===== src/rtl/bcd_disp_pkg.sv =====
// bcd_disp_pkg: shared FSM state type and active-low 7-segment codes {dp,g,f,e,d,c,b,a}.
package bcd_disp_pkg;
  typedef enum logic [1:0] {IDLE, RUN, PAUSED, DONE} state_t;
  localparam logic [7:0] SEG_0 = 8'hC0;
  localparam logic [7:0] SEG_1 = 8'hF9;
  localparam logic [7:0] SEG_2 = 8'hA4;
  localparam logic [7:0] SEG_3 = 8'hB0;
  localparam logic [7:0] SEG_4 = 8'h99;
  localparam logic [7:0] SEG_5 = 8'h92;
  localparam logic [7:0] SEG_6 = 8'h82;
  localparam logic [7:0] SEG_7 = 8'hF8;
  localparam logic [7:0] SEG_8 = 8'h80;
  localparam logic [7:0] SEG_9 = 8'h90;
  localparam logic [7:0] BLANK = 8'hFF;
  function automatic logic [7:0] seg7(input logic [3:0] bcd);
    case (bcd)
      4'd0: return SEG_0;
      4'd1: return SEG_1;
      4'd2: return SEG_2;
      4'd3: return SEG_3;
      4'd4: return SEG_4;
      4'd5: return SEG_5;
      4'd6: return SEG_6;
      4'd7: return SEG_7;
      4'd8: return SEG_8;
      4'd9: return SEG_9;
      default: return BLANK;
    endcase
  endfunction
endpackage


===== src/rtl/bcd_digit.sv =====
// bcd_digit: one BCD digit cell with load, ripple carry (up) or borrow (down).
module bcd_digit (
  input  logic       clk_i,
  input  logic       rst_ni,
  input  logic       load_i,
  input  logic [3:0] load_val_i,
  input  logic       dec_i,
  input  logic       cin_i,
  output logic [3:0] q_o,
  output logic       cout_o
);
  logic [3:0] q_q, q_d;
  assign cout_o = cin_i & (dec_i ? q_q == 4'd0 : q_q == 4'd9);
  assign q_d = load_i ? load_val_i : !cin_i ? q_q :
               dec_i ? (q_q == 4'd0 ? 4'd9 : q_q - 4'd1) : (q_q == 4'd9 ? 4'd0 : q_q + 4'd1);
  assign q_o = q_q;
  always_ff @(posedge clk_i or negedge rst_ni)
    if (!rst_ni) q_q <= '0;
    else q_q <= q_d;
endmodule


===== src/rtl/bcd_stop_counter_n.sv =====
// bcd_stop_counter_n: N-digit BCD up/down stop counter with multiplexed active-low 7-seg display.
// Define LEADING_ZERO_BLANK_EN to blank leading zero digits above digit 0.
module bcd_stop_counter_n
  import bcd_disp_pkg::*;
#(
  parameter int DIGITS   = 3,
  parameter int TICK_DIV = 100_000_000,
  parameter int SCAN_DIV = 262_144,
  parameter int STOP_W   = 10
) (
  input  logic                  Clk,
  input  logic                  Reset,
  input  logic                  Start,
  input  logic                  Pause,
  input  logic                  Dir,
  input  logic [STOP_W-1:0]     Stop,
  output logic                  Done,
  output logic [4*DIGITS-1:0]   Count_Bcd,
  output logic [7:0]            Anode,
  output logic [7:0]            Display
);
  localparam int MAXV = 10 ** DIGITS - 1;
  localparam int BW   = $clog2(MAXV + 1);
  localparam int TW   = STOP_W > BW ? STOP_W : BW;
  localparam int TDW  = TICK_DIV > 1 ? $clog2(TICK_DIV) : 1;
  localparam int SDW  = SCAN_DIV > 1 ? $clog2(SCAN_DIV) : 1;

  state_t         state_q;
  logic           dir_q;
  logic [BW-1:0]  tgt, tgt_q, bin_q, bin_nx, end_v;
  logic [TDW-1:0] tick_q;
  logic [SDW-1:0] scan_q;
  logic [2:0]     idx_q;
  logic [7:0]     anode_q, disp_q, anode_d, disp_d;
  logic           tick, scan_wrap, at_end, step, carry_unused;
  logic [DIGITS:0] c;
  logic [3:0]     dig [8];

  assign tgt       = (TW'(Stop) > TW'(MAXV)) ? BW'(MAXV) : BW'(Stop);
  assign end_v     = dir_q ? '0 : tgt_q;
  assign bin_nx    = dir_q ? bin_q - 1'b1 : bin_q + 1'b1;
  assign tick      = tick_q == TDW'(TICK_DIV - 1);
  assign scan_wrap = scan_q == SDW'(SCAN_DIV - 1);
  assign at_end    = bin_q == end_v;
  assign step      = !Start && state_q == RUN && !at_end && !Pause && tick;
  assign c[0]         = step;
  assign carry_unused = c[DIGITS];

  // The binary shadow count decides termination; the BCD chain only mirrors it.
  for (genvar i = 0; i < DIGITS; i++) begin : g_dig
    logic [3:0] ld;
    assign ld = Dir ? 4'((tgt / BW'(10 ** i)) % BW'(10)) : 4'd0;
    bcd_digit u_digit (
      .clk_i      (Clk),
      .rst_ni     (Reset),
      .load_i     (Start),
      .load_val_i (ld),
      .dec_i      (dir_q),
      .cin_i      (c[i]),
      .q_o        (Count_Bcd[4*i +: 4]),
      .cout_o     (c[i+1])
    );
  end

  for (genvar k = 0; k < 8; k++) begin : g_pad
    if (k < DIGITS) begin : g_on
      assign dig[k] = Count_Bcd[4*k +: 4];
    end else begin : g_off
      assign dig[k] = 4'd0;
    end
  end

  assign anode_d = ~(8'h01 << idx_q);
`ifdef LEADING_ZERO_BLANK_EN
  logic hi_zero;
  always_comb begin
    hi_zero = idx_q != 3'd0;
    for (int k = 0; k < 8; k++) if (k >= int'(idx_q) && dig[k] != 4'd0) hi_zero = 1'b0;
  end
  assign disp_d = hi_zero ? BLANK : seg7(dig[idx_q]);
`else
  assign disp_d = seg7(dig[idx_q]);
`endif

  always_ff @(posedge Clk or negedge Reset)
    if (!Reset) begin
      state_q <= IDLE;
      dir_q   <= 1'b0;
      tgt_q   <= '0;
      bin_q   <= '0;
      tick_q  <= '0;
      scan_q  <= '0;
      idx_q   <= '0;
      anode_q <= 8'hFF;
      disp_q  <= 8'hFF;
    end else begin
      tick_q  <= (Start || tick) ? '0 : tick_q + 1'b1;
      scan_q  <= scan_wrap ? '0 : scan_q + 1'b1;
      idx_q   <= !scan_wrap ? idx_q : idx_q == 3'(DIGITS - 1) ? 3'd0 : idx_q + 3'd1;
      anode_q <= anode_d;
      disp_q  <= disp_d;
      if (step) bin_q <= bin_nx;
      if (Start) begin
        state_q <= RUN;
        dir_q   <= Dir;
        tgt_q   <= tgt;
        bin_q   <= Dir ? tgt : '0;
      end else if (state_q == RUN)
        state_q <= (at_end || (step && bin_nx == end_v)) ? DONE : Pause ? PAUSED : RUN;
      else if (state_q == PAUSED && !Pause)
        state_q <= RUN;
    end

  assign Done    = state_q == DONE;
  assign Anode   = anode_q;
  assign Display = disp_q;
endmodule


===== config.mk =====
export PLATFORM = sky130hd
export DESIGN_NAME = bcd_stop_counter_n
export DESIGN_NICKNAME = d
export VERILOG_FILES = /design/src/rtl/bcd_disp_pkg.sv /design/src/rtl/bcd_digit.sv /design/src/rtl/bcd_stop_counter_n.sv
export SDC_FILE = /design/constraint.sdc
export NUM_CORES = 1
export LEC_CHECK = 0
export ABC_AREA = 0
export CORE_MARGIN = 4
export CORE_UTILIZATION = 55
export DETAILED_ROUTE_END_ITERATION = 7
export PLACE_DENSITY = 0.74
export SYNTH_ARGS = -nofsm -noshare
export SYNTH_HDL_FRONTEND = slang
export SYNTH_SLANG_ARGS = --single-unit

===== constraint.sdc =====
create_clock -name Clk -period 6 [get_ports Clk]
set_input_delay 0.9 -clock Clk [delete_from_list [all_inputs] [get_ports Clk]]
set_output_delay 0.9 -clock Clk [all_outputs]
set_load 0.005 [all_outputs]

Word level (Yosys, flattened, before mapping)
Memory sizes are Yosys's and may differ from the RTL's. A register that Yosys moved wholly into a read port is not among the register bits.
Index checks and enable logic that the tools add are counted.
{ "totals": {"ff_bits": 99, "romBits": 112, "input_bits": 15, "n_memories": 1} }
{ "mem_list": {"columns": ["name", "depth", "word_bits", "read_ports", "rd_ports_with_merged_regs", "write_ports", "line_no", "rtl"], "rows": [
  ["(no name shown)", 16, 7, 1, 1, 0, "bcd_disp_pkg.sv:16", "case (bcd)"]
]} }
{ "classes": {"n_addsub": 11, "div_mod_pow": 5, "magnitude_cmp": 2, "n_eq_ne": 11, "n_shift": 1, "muxes": 37, "bitwise_logic": 4, "n_reduce_logical": 19} }
{ "ops": {"columns": ["op", "count"], "rows": [
  ["4-bit 2-to-1 mux", 20],
  ["10-bit 2-to-1 mux", 6],
  ["10-bit by 4-bit remainder unit with 10-bit output (second input constant)", 3],
  ["27-bit by 1-bit adder with 27-bit output (second input constant)", 1],
  ["27-bit == test (second input constant)", 1],
  ["27-bit 2-to-1 mux", 1],
  ["10-bit == test", 2],
  ["18-bit by 1-bit adder with 18-bit output (second input constant)", 1],
  ["18-bit == test (second input constant)", 1],
  ["18-bit 2-to-1 mux", 1],
  ["4-bit by 1-bit adder with 4-bit output (second input constant)", 3],
  ["4-bit binary-select mux with 3-bit select", 1],
  ["4-bit == test (second input constant)", 3],
  ["4-bit logical NOT", 3],
  ["4-bit by 1-bit subtractor with 4-bit output (second input constant)", 3],
  ["10-bit by 1-bit adder with 10-bit output (second input constant)", 1],
  ["10-bit by 4-bit divider with 10-bit output (second input constant)", 1],
  ["10-bit by 7-bit divider with 10-bit output (second input constant)", 1],
  ["10-bit > comparator (second input constant)", 1],
  ["2-bit 2-to-1 mux", 5],
  ["10-bit by 1-bit subtractor with 10-bit output (second input constant)", 1],
  ["8-bit NOT", 1],
  ["1-bit by 3-bit left shift with 8-bit output (first input constant)", 1],
  ["1-bit logical AND", 6],
  ["13 further kinds", 22]
]} }

Depth between registers and ports, before layout
Gate-level depths: netlist of the first run.
{ "depth": {"depth_word": 11, "mapped_depth": 22, "ltp_nobuf": 20} }

Hierarchy
A second synthesis of the first run with hierarchy kept.
{ "unflattened": {"cells_unflattened": 1042, "area_unflattened_um2": 8568.2} }
{ "by_module_without_submodules": {"columns": ["module", "instances", "cells_per_inst", "area_per_inst_um2"], "rows": [
  ["bcd_stop_counter_n", 1, 895, 7389.6],
  ["bcd_digit", 3, 49, 392.9]
]} }

Least setup slack after synthesis of the first run
OpenSTA, ideal clock, no wires.
{ "synth_path": {"path_type": "in2reg", "from": "input port Stop[6]", "to": "register g_dig[1].u_digit.q_q[2]", "arrival_ns": 5.030, "setup_slack_ns": 0.892, "cell_stages": 20, "n_path_buf": 2, "path_cell_list": "buf_6 > nand2b_1 > o31a_1 > and2_4 > buf_6 > mux2_4 > a221o_1 > a211o_4 > o21a_1 > xnor2_1 > ha_1 > o21ai_0 > nand3_1 > o21ai_0 > a211o_1 > a2111o_1 > a2111o_1 > a211oi_2 > mux2i_1 > o2bb2ai_1"} }
{ "synth_between": {"elab_chain_cells": 6} }
{ "synth_rtl": {"columns": ["element", "line_no", "rtl"], "rows": [
  ["from (decl)", "bcd_stop_counter_n.sv:16", "input logic [STOP_W-1:0] Stop,"],
  ["10-bit > comparator", "bcd_stop_counter_n.sv:39", "assign tgt = (TW'(Stop) > TW'(MAXV)) ? BW'(MAXV) : BW'(Stop);"],
  ["10-bit 2-to-1 mux (*)", "bcd_stop_counter_n.sv:39", null],
  ["10-bit by 4-bit divider with 10-bit output (*)", "bcd_stop_counter_n.sv:52", "assign ld = Dir ? 4'((tgt / BW'(10 ** i)) % BW'(10)) : 4'd0;"],
  ["10-bit by 4-bit remainder unit with 10-bit output (*)", "bcd_stop_counter_n.sv:52", null],
  ["4-bit 2-to-1 mux (*)", "bcd_stop_counter_n.sv:52", null],
  ["4-bit 2-to-1 mux (*)", "bcd_digit.sv:14", "assign q_d = load_i ? load_val_i : !cin_i ? q_q :"],
  ["to (signal assigned)", "bcd_digit.sv:19", "else q_q <= q_d;"],
  ["to (decl)", "bcd_digit.sv:12", "logic [3:0] q_q, q_d;"]
]} }
Every way passes the cells marked *; elsewhere a longest branch is shown, timed or not.
A chain may end at the register's enable or synchronous reset.

Worst setup path in the final report of the first run
{ "layout_path": {"from": "input port Stop[7]", "to": "register g_dig[1].u_digit.q_q[2]"} }
Same word-level chain as after synthesis.

==> results.json, run 1 <==
{
  "seq_area_frac_synth_pct": 30.4,
  "tightest_slew_ps": 787,
  "hold_violations": 0,
  "end_kind": "flop",
  "drive_gt1_share_pct": 11.3,
  "p_total_w": 0.00216,
  "fin_ws_ps": 310,
  "placed_area_sq_mm": 0.00879,
  "via_count": 7384,
  "dr.pass1.iters": 5,
  "syn_inst": 1003,
  "grt_pass1_vias": 6868,
  "period_minus_slack_ps": 5690,
  "maxSlewViolCount": 0,
  "synthToLayoutAreaGrowth_pct": 11.8,
  "yosysMostFrequentCell": "nor2_1",
  "layout.nets": 1068,
  "ys_top_cells_by_count": "nor2_1, dfrtp_1, nand2_1",
  "grt.total_usage_pct": 24.6,
  "synth_area_leader_cell": "dfrtp_1",
  "criticalPathCategory": "input port to flop",
  "antenna_found_initial": 0,
  "clk_latency_ps": 360,
  "p_leak_nw": 3.71,
  "cts_tree": "built",
  "hpwl_mm": 14.8,
  "drc": 0,
  "dieHeight_um": 130,
  "critPathRequiredTime_ps": 6270,
  "async_flop_share_pct": 100,
  "period_share_pct": 94.8,
  "synth.top_cell.area_share_pct": 25.6,
  "critical_path.startpoint_type": "input port",
  "worstHoldPathCells": 1,
  "cts.sinks": 98,
  "cts_setup_buffers": 0,
  "die_x_um": 130,
  "grt_pass1_wl_mm": 33.9,
  "synth_flop_cell": "dfrtp_1",
  "final_antenna_net_count": 0,
  "yosysWarnings": 0,
  "hold_path.class": "flop to flop",
  "path_max_fanout": 7,
  "clk_pin_slew_ps": 70,
  "routedWlPerCell_um": 16.6,
  "min_to": "scan_q[16]",
  "dp_cells": 1199,
  "ys_ff_latch": 98,
  "numPortBuffers": 42,
  "setup_viol": 0,
  "status": "finished, final reports clean",
  "n_antenna_cell": 0,
  "syn_nets": 1045,
  "skew_ps": 13.5,
  "core_sq_mm": 0.0145,
  "r2r_end": "state_q[1]",
  "wl_mm": 20.1,
  "htreeDepth": 3,
  "rrSetupSlack_ps": 1940,
  "die_area_sq_mm": 0.0168,
  "start_util_pct": 56.1,
  "rsz0062_at_grt": "no",
  "r2r_cells": 15,
  "postCtsHoldBufs": 0,
  "clockRootBuffer": "clkbuf_16",
  "synth.distinct_cells": 93,
  "gp_routability_congestion": 0.983,
  "fin_cells": 1215,
  "p_per_area_mw_per_mm2": 238,
  "cts_buffer_depth": 2,
  "peakVddDrop_mv": 0.143,
  "rr_startpoint": "dir_q",
  "design_area_sq_mm": 0.00908,
  "arrival_ps": 5960,
  "rows": 44,
  "ios": 44,
  "crit_start": "Stop[7]",
  "cap_violations": 0,
  "max_freq_ghz": 0.176,
  "viasPerCell": 6.08,
  "synth.avg_cell_area_sq_um": 8.10,
  "min_from": "scan_q[16]",
  "overflow": 0,
  "synth-edff-count": 0,
  "numCtsBuffers": 9,
  "grt_max_degree": 52,
  "drtIter0Drc": 645,
  "pre_cts_ws_ps": -40.3,
  "max-slew-margin-rel_pct": 47.5,
  "synth_area_sq_mm": 0.00813,
  "ys_top_cells_by_area": "dfrtp_1, nor2_1, xnor2_1, dfstp_2, a21oi_1",
  "fin_hold_ws_ps": 470
}
## worst max-delay path by stage
stage	endpoint	slack (ps)	cells after the start
2_1_floorplan	g_dig[1].u_digit.q_o[2]	890	20
3_3_place_gp	g_dig[1].u_digit.q_o[2]	80	19
3_5_place_dp	g_dig[1].u_digit.q_o[2]	-40	19
4_1_cts	g_dig[1].u_digit.q_o[2]	320	19
5_1_grt	g_dig[1].u_digit.q_o[2]	20	22
6_report	g_dig[1].u_digit.q_o[2]	310	20
## metrics by stage
stage | util (%) | setup TNS [ps]
after floorplan | - | 0
after global placement | 60.7 | 0
after detailed placement | 60.7 | -40.3
after CTS | 62.6 | 0
after global routing | 62.7 | 0
final | 62.7 | 0
## state kept, by name (all words and copies together), names as in the netlist
name               count
tick_q                27
scan_q                18
g_dig.u_digit.q_o     12
bin_q                 10
tgt_q                 10
Anode                  8
Display                7
idx_q                  3
state_q                2
dir_q                  1
## per-layer routing
metal / GRT usage, % / routed length, um / up-vias
met5: 0 / 0 / -
met4: 7.09 / 402 / 0
li1: - / - / 3660
met2: 39.0 / 9140 / 218
met3: 3.92 / 1080 / 34
met1: 34.9 / 9500 / 3472
## critical path: stages
cell,delay [ps]
clkdlybuf4s50_1,540
buf_4,220
nor2b_1,170
a22oi_1,110
a21oi_1,290
mux2_4,340
a221o_1,360
a211o_4,320
o21a_1,230
xnor2_1,150
ha_1,230
o21ai_0,130
nand3_1,130
o21ai_0,80
a211o_1,340
a2111o_1,420
a2111o_1,420
a211oi_2,210
mux2i_1,230
o2bb2ai_1,120
## cell families after synthesis
family                     share of synthesized area [%]
AOI/OAI and AO/OA                                   24.2
xor gates and xnor gates                            8.51
adders and majority gates                           4.62
buffers and inverters                               6.57
DFF                                                 30.4
muxes                                               3.26
other                                             0.0461
and+or+nand+nor                                     22.4
## timing repair
item,4_1_cts,5_1_grt
setup endpoints to repair,0,3
resized for setup,0,5
hold endpoints to repair,0,0
## cell usage in the layout (no fill, tap or decap), drive strengths merged, types with 16 or more instances in the layout
| cell | n |
|---|---|
| a21oi | 68 |
| a31oi | 19 |
| buf | 47 |
| clkdlybuf4s50 | 40 |
| dfrtp | 83 |
| ha | 26 |
| inv | 43 |
| mux2i | 16 |
| nand2 | 70 |
| nand3 | 37 |
| nor2 | 122 |
| nor3 | 22 |
| o21ai | 59 |
| o22ai | 20 |
| or3 | 16 |
| xnor2 | 47 |
| xor2 | 32 |
## power by group
group	switching [W]	internal (W)	total (W)
combinational	0.000425	0.000378	0.000803
clock	0.000264	0.000285	0.000549
sequential	0.0000777	0.000733	0.000811
## cell type report
class                           instances  area [sq um]
Multi-Input combinational cell        787          5140
Timing Repair Buffer                   88           816
Tap cell                              184           230
Fill cell                            1245          5400
Inverter                               42           158
Clock inverter                          5          40.0
Sequential cell                        98          2470
Clock buffer                           11           233
No activity file was read; power rests on OpenSTA's default activity.
==> inputs of run 2 (changes only) <==
--- a/config.mk
+++ b/config.mk
@@ -7,9 +7,10 @@
 export LEC_CHECK = 0
 export ABC_AREA = 0
 export CORE_MARGIN = 4
-export CORE_UTILIZATION = 55
+export CORE_UTILIZATION = 25
+export CTS_CLUSTER_SIZE = 40
 export DETAILED_ROUTE_END_ITERATION = 7
-export PLACE_DENSITY = 0.74
+export MAX_ROUTING_LAYER = met4
 export SYNTH_ARGS = -nofsm -noshare
 export SYNTH_HDL_FRONTEND = slang
 export SYNTH_SLANG_ARGS = --single-unit
==> results.json, run 2 (synthesized netlist as in run 1, its figures left out) <==
{
  "cts_resized": 0,
  "synthToLayoutAreaGrowth_pct": 15.9,
  "cpPeakStageDelay_ps": 630,
  "overflow": 0,
  "hold_violations": 0,
  "n_fill_cell": 3331,
  "grt_pass1_wl_mm": 36.1,
  "largest_reg_flops": 27,
  "postCtsHoldBufs": 0,
  "drive_gt1_share_pct": 11.3,
  "p_leak_nw": 3.73,
  "criticalPathCategory": "input port to flop",
  "core_sq_mm": 0.0318,
  "via_count": 7508,
  "dr.pass1.iters": 7,
  "grt_pass1_vias": 7029,
  "drtIter0Drc": 809,
  "hold_path.class": "flop to flop",
  "numCtsBuffers": 9,
  "setup-tns-final_ps": 0,
  "rrSetupSlack_ps": 2310,
  "cts_buffer_depth": 2,
  "period_minus_slack_ps": 5570,
  "maxSlewViolCount": 0,
  "antenna_found_initial": 0,
  "grt.total_usage_pct": 12.3,
  "cap_violations": 0,
  "rows": 65,
  "cts.sinks": 98,
  "viasPerCell": 5.12,
  "wl_mm": 21.3,
  "p_per_area_mw_per_mm2": 239,
  "setup_viol": 0,
  "critical_path.startpoint_type": "input port",
  "rsz0062_at_grt": "no",
  "design_area_sq_mm": 0.00942,
  "tightest_slew_ps": 868,
  "dieHeight_um": 188,
  "final_util_pct": 29.6,
  "critPathRequiredTime_ps": 6270,
  "slowest_stage": "a2111oi_0",
  "routedWlPerCell_um": 14.6,
  "path_max_fanout": 29,
  "final_antenna_net_count": 0,
  "period_share_pct": 92.8,
  "skew_ps": 9.82,
  "cp_cell_sequence": "clkdlybuf4s50_1 > buf_12 > and2b_1 > mux2i_1 > nand2_1 > a2111oi_0 > a221o_1 > a211o_4 > o21a_1 > xnor2_1 > ha_1 > o21ai_0 > nand3_1 > o21ai_0 > a211o_1 > a2111o_1 > a2111o_1 > a211oi_2 > mux2i_1 > o2bb2ai_1",
  "mostFrequentLayoutCells": "nor2_1, dfrtp_1, nand2_1",
  "clockRootBuffer": "clkbuf_16",
  "layout.nets": 1068,
  "end_kind": "flop",
  "placed_area_sq_mm": 0.00910,
  "ios": 44,
  "gp_routability_congestion": 0.930,
  "arrival_ps": 5840,
  "layout_commonest_cell": "nor2_1",
  "status": "finished, final reports clean",
  "numPortBuffers": 42,
  "cts_tree": "built",
  "peakVddDrop_mv": 0.181,
  "die_area_sq_mm": 0.0355,
  "max_freq_ghz": 0.180,
  "hpwl_mm": 15.6,
  "cts_setup_buffers": 0,
  "max-slew-margin-rel_pct": 42.1,
  "grt_max_degree": 67,
  "n_antenna_cell": 0,
  "path_buf_inv": 2,
  "drc": 0,
  "p_total_w": 0.00225,
  "cp_top_family": "compound AO/OA/AOI/OAI gates",
  "clk_pin_slew_ps": 80,
  "start_util_pct": 25.6,
  "largest-register": "tick_q",
  "die_x_um": 188,
  "htreeDepth": 3,
  "clk_latency_ps": 350
}
## run 2: cell count changes in the layout (fill, tap and decap cells not counted), sizes merged
cell	previous run	this run
clkinv	1	4
inv	43	44
bufinv	0	1
clkbuf	11	9
dlymetal6s2s	1	0
clkinvlp	3	0
buf	47	48
## run 2: final timing paths
path	from	end	depth (start not counted)
worst max-delay path	Stop[9]	g_dig[1].u_digit.q_o[2]	20
max in group asynchronous	Reset	g_dig[2].u_digit.q_o[3]	2
worst min register to register	scan_q[8]	scan_q[8]	1
worst min-delay path	scan_q[8]	scan_q[8]	1
worst max register to register	dir_q	state_q[0]	15
min in group asynchronous	Reset	scan_q[16]	1
## run 2: power breakdown
part | leakage [nW] | switching [W] | internal [W]
clock | 0.155 | 0.000278 | 0.000334
combinational | 2.33 | 0.000433 | 0.000384
sequential | 1.24 | 0.0000854 | 0.000733
## run 2: through the flow
step | hold slack (ps) | setup WS (ps) | std cells
after floorplan | 438 | 892 | 1003
after global placement | 459 | 191 | 1450
after detailed placement | 460 | 183 | 1450
after CTS | 471 | 523 | 1466
after global routing | 504 | 81.3 | 1466
final | 470 | 434 | 1466
## run 2: routing by layer
metal  track usage (%)  part of all wire (%)  vias to the layer above
met3              1.44                   5.7                       25
met1              17.3                    48                     3561
met4              3.17                   1.7                        0
li1                  -                     -                     3656
met5                 -                     0                        -
met2              19.0                    45                      266
## run 2: layout make-up
cell class / count / area [sq um] / area share [%]
Timing Repair Buffer: 88 / 808 / 8.58
Clock buffer: 9 / 225 / 2.39
Multi-Input combinational cell: 787 / 5120 / 54.4
Clock inverter: 7 / 92.6 / 0.983
Tap cell: 435 / 544 / 5.78
Sequential cell: 98 / 2470 / 26.2
Inverter: 42 / 158 / 1.67
==> inputs of run 3 (changes only) <==
--- a/config.mk
+++ b/config.mk
@@ -11,6 +11,7 @@
 export CTS_CLUSTER_SIZE = 40
 export DETAILED_ROUTE_END_ITERATION = 7
 export MAX_ROUTING_LAYER = met4
+export SKIP_CTS_REPAIR_TIMING = 1
 export SYNTH_ARGS = -nofsm -noshare
 export SYNTH_HDL_FRONTEND = slang
 export SYNTH_SLANG_ARGS = --single-unit
==> results of run 3 <==
Same layout as run 2: the final DEF is identical, and so are final timing and power.
